**config.mk**
```make
export PLATFORM = sky130hd
export DESIGN_NAME = instr_fetch
export DESIGN_NICKNAME = d
export VERILOG_FILES = /design/src/rtl/instr_fetch.sv
export SDC_FILE = /design/constraint.sdc
export NUM_CORES = 1
export LEC_CHECK = 0
export ABC_AREA = 1
export CELL_PAD_IN_SITES_DETAIL_PLACEMENT = 1
export CELL_PAD_IN_SITES_GLOBAL_PLACEMENT = 2
export CORE_MARGIN = 1
export CORE_UTILIZATION = 22
export CTS_BUF_LIST = sky130_fd_sc_hd__clkbuf_4 sky130_fd_sc_hd__clkbuf_8 sky130_fd_sc_hd__clkbuf_16
export DETAILED_ROUTE_END_ITERATION = 8
export PLACE_DENSITY = 0.84
export SLEW_MARGIN = 15
export SYNTH_ARGS = -nofsm -noshare
export SYNTH_HDL_FRONTEND = slang
export SYNTH_SLANG_ARGS = --single-unit
```
**constraint.sdc**
```tcl
create_clock -name clk -period 1.3 [get_ports clk]
set_input_delay 0.26 -clock clk [delete_from_list [all_inputs] [get_ports clk]]
set_output_delay 0.26 -clock clk [all_outputs]
set_load 0.02 [all_outputs]
```
**src/rtl/instr_fetch.sv**
```systemverilog
// rtl/instr_fetch.sv - instruction fetch unit: PC, memory read strobe, IR handshake
// Optional sticky PC overflow stop: define IFU_PC_OVF_EN.
module instr_fetch #(
  parameter int                ADDR_W   = 8,
  parameter logic [ADDR_W-1:0] RESET_PC = '0
) (
  input  logic              clk,
  input  logic              rst_n,
  input  logic              en,
  output logic [ADDR_W-1:0] iAddr,
  output logic              FETCH,
  input  logic [7:0]        instr,
  output logic [7:0]        ir,
  output logic              ir_valid,
  input  logic              ir_ready,
  input  logic              jump_en,
  input  logic [ADDR_W-1:0] jump_addr,
  output logic              pc_ovf
);

  localparam logic [1:0] S_IDLE = 2'd0;
  localparam logic [1:0] S_REQ  = 2'd1;
  localparam logic [1:0] S_CAP  = 2'd2;
  localparam logic [1:0] S_HOLD = 2'd3;

  logic [1:0]        state;
  logic [ADDR_W-1:0] pc;
  logic              at_top;
  logic              ovf_q;
  logic              launch;

`ifdef IFU_PC_OVF_EN
  localparam logic [ADDR_W-1:0] PC_MAX = '1;

  assign at_top = (pc == PC_MAX);

  // Set by the fetch of the last address; only reset or a jump releases it.
  always_ff @(posedge clk or negedge rst_n) begin
    if (!rst_n) begin
      ovf_q <= 1'b0;
    end else if (jump_en) begin
      ovf_q <= 1'b0;
    end else if (state == S_REQ && at_top) begin
      ovf_q <= 1'b1;
    end
  end
`else
  assign at_top = 1'b0;
  assign ovf_q  = 1'b0;
`endif

  assign launch = en && !ovf_q;

  always_ff @(posedge clk or negedge rst_n) begin
    if (!rst_n) begin
      state <= S_IDLE;
      pc    <= RESET_PC;
      ir    <= 8'h00;
    end else if (jump_en) begin
      // Any fetch in flight or held byte is dropped by leaving S_CAP/S_HOLD.
      pc    <= jump_addr;
      state <= en ? S_REQ : S_IDLE;
    end else begin
      case (state)
        S_IDLE: begin
          if (launch) state <= S_REQ;
        end
        S_REQ: begin
          if (!at_top) pc <= pc + 1'b1;
          state <= S_CAP;
        end
        S_CAP: begin
          ir    <= instr;
          state <= S_HOLD;
        end
        S_HOLD: begin
          if (ir_ready) state <= launch ? S_REQ : S_IDLE;
        end
        default: state <= S_IDLE;
      endcase
    end
  end

  assign iAddr    = pc;
  assign FETCH    = (state == S_REQ);
  assign ir_valid = (state == S_HOLD);
  assign pc_ovf   = ovf_q;

endmodule

```
==> metrics <==
register area share after synthesis=43.74%; Worst-Skew Late Latency=approximately 0.25 ns; post-route setup slack=-0.04326 ns; Top Ports=40; vias per inst=around 4.3; Starting Density=around a quarter; crit path max fanout=3; final hold viol count=0; failing checks=negative setup slack; gr ovfl total=0; max-slew violations=0; Reg2Reg Capture Point=ir[4]$_DFFE_PN0P_; Seq cells post-synth=18; Synth area leaders=dfrtp_1, mux2_4, nand2_1; fmax=about 740 MHz; Yosys top cell by area=dfrtp_1; Reg-to-Reg Start=state[1]$_DFFE_PN0P_; Synth cell types=18; Diodes inserted=0; post-route ant nets=0; switch share=39.43%; DIE HEIGHT=70.42 um; Crit Path Category=reg2out; Synth Net Count=132; DRC viols=0; drt initial violations=73; r2r setup slk=-0.04 ns; synth cell count leaders=nand2_1, dfrtp_1, nand3_1, inv_1, mux2_4; Int Power=2.131 mW; ys async rst share=100.0%; Worst Setup End Kind=output port; Critical Path Source Type=register; Pleak=0.8411 nW; clk buf depth=2; Reg clk slew, reported paths=~0.07 ns; fillers=between 500 and 600; clock sinks=18; Area growth syn-to-layout=70.72%; Net Switching=between 1 and 1.5 mW; mean post-synth cell area=9.807 um2; Main synth FF type=dfrtp_1; Syn Inst Count=around 110; H-tree depth=1; Gate power share=59.7%; final WL=2944 um; CP delay by family, top=flip-flops; die area=about 5000 um2; I/O Buffers=38; most frequent cell on the critical path=buf_6; CTS tree=built; DP Cell Count=212; clock skew=0.003284 ns; Worst R2R Path Depth=5; most common cell in the netlist=nand2_1; DRT Pass-1 Iters=4; DP Area=1599 um2; die width=between 70 and 80 um; Vias=around 950; row count=24; minimum clock period=between 1 and 1.5 ns; layout cell share with drive strength beyond 1=29.94%; status=complete, but fails checks; design area=1758 um2; setup TNS=-0.3475 ns; Peak VDD IR=0.0005396 V; vias in the first global route=around 1100; Synth warnings=0; cell area after synthesis=1030 um2; Max stage delay on crit path=around 0.42 ns; Final setup viols=10; Placer Congestion=0.7097; PnR Total Power=3.518 mW; total CTS buffers=3; WP data required=1.04 ns; clock share of power=13.2%; gr usage total=between 10 and 15%; wire length per cell=13.44 um; root buf cell=clkbuf_8; top cell type's share of synthesized area=between 40% and 50%; dpl hpwl=around 2200 um; worst hold path type=in2async; Layout Nets=195; CP Buf/Inv Count=2; pwr/cell area=2001 nW/um2; RSZ-0062 raised after global routing=yes; core area=4414 um2; CP cell instances=buf_6 -> ha_4 -> buf_6; Post-synth EDFFs=0; initial antenna violation count=0; final worst-path cycle share=103.3%; register share of total power=approximately 27%; CP max stage cell=dfrtp_1; max-cap check violation count=0; first-pass GRT wire length=between 4000 and 5000 um; Critical Path AT=roughly 1.1 ns; largest net degree at the start of global routing=19; Finished Layout Cells=219
layer usage:
layer  GRT usage [%]  routed length [um]  vias to the layer above
met4           2.000                   0                        0
met1           14.64                1162                      449
met3           2.597                 198                        0
met5               0                   0                        -
li1                -                   -                      468
met2           23.28                1583                       35
area by class of cell:
| class | count | area [um2] | area share, % |
|---|---|---|---|
| flip-flops and latches | 18 | 450.4 | 25.62 |
| well taps | 52 | 65.06 | 3.701 |
| clock buffers | 4 | 55.05 | 3.132 |
| inverters | 9 | 48.80 | 2.776 |
| multi-input cells | 76 | 590.6 | 33.59 |
| repair buffers | 60 | 548.0 | 31.17 |
cell usage in the layout (no fill, tap or decap), types with 6 or more instances in the layout:
master	count
mux2_4	8
nand2_1	28
a22oi_1	6
dfrtp_1	18
buf_4	17
buf_6	7
clkdlybuf4s50_1	20
nand3_1	9
dlygate4sd2_1	15
registers in the layout, indices dropped and copies added, names as in the netlist:
signal	cells
iAddr	8
ir	8
state	2
repair_timing:
item	CTS	global route
gates cloned	0	0
endpoints found under the setup margin	28	21
hold buffers	0	0
hold endpoints to repair	0	0
setup buffers	2	1
gates resized for setup	44	12
pin swaps	6	6
power by group through the flow:
stage	sequential, mW	clock (mW)	combinational [mW]
global placement	0.958	0	1.91
detailed placement	0.967	0	1.98
CTS	0.956	0.481	2.01
global route	0.991	0.507	2.27
finish	0.953	0.464	2.10
floorplan	1.26	0	0.688
how the worst max path moves through the flow:
stage	from	to	slack (ns)	cells past startpoint
5_1_grt	state[0]$_DFFE_PN0P_	ir_valid	-0.08	3
4_1_cts	state[0]$_DFFE_PN0P_	ir_valid	-0.09	3
6_report	state[0]$_DFFE_PN0P_	ir_valid	-0.04	3
2_1_floorplan	state[1]$_DFFE_PN0P_	iAddr[5]$_DFFE_PN0P_	0.008	6
3_3_place_gp	jump_en	ir[5]$_DFFE_PN0P_	-0.21	4
3_5_place_dp	jump_en	ir[2]$_DFFE_PN0P_	-0.24	4
logic make-up (layout without fill, tap and decap cells):
kind of cell / Yosys count / after routing / share of synthesized area (%)
flops: 18 / 18 / 43.74
mux: 8 / 8 / 11.67
simple gates: 45 / 45 / 19.81
xor+xnor: 3 / 3 / 2.552
buf+inv: 11 / 73 / 5.833
compound gates: 13 / 13 / 8.748
other cells: 1 / 1 / 0.3642
fa+ha+maj: 6 / 6 / 7.290
through the flow:
| step | setup WS [ns] | hold WS (ns) | utilization (%) |
|---|---|---|---|
| floorplan | 0.008065 | -0.03559 | - |
| global placement | -0.2102 | 0.5057 | 36.22 |
| detailed placement | -0.2386 | 0.5041 | 36.22 |
| CTS | -0.09292 | 0.3543 | 38.78 |
| global route | -0.08397 | 0.3696 | 39.82 |
| finish | -0.04326 | 0.3435 | 39.82 |
Power figures use the tool's default switching activity.
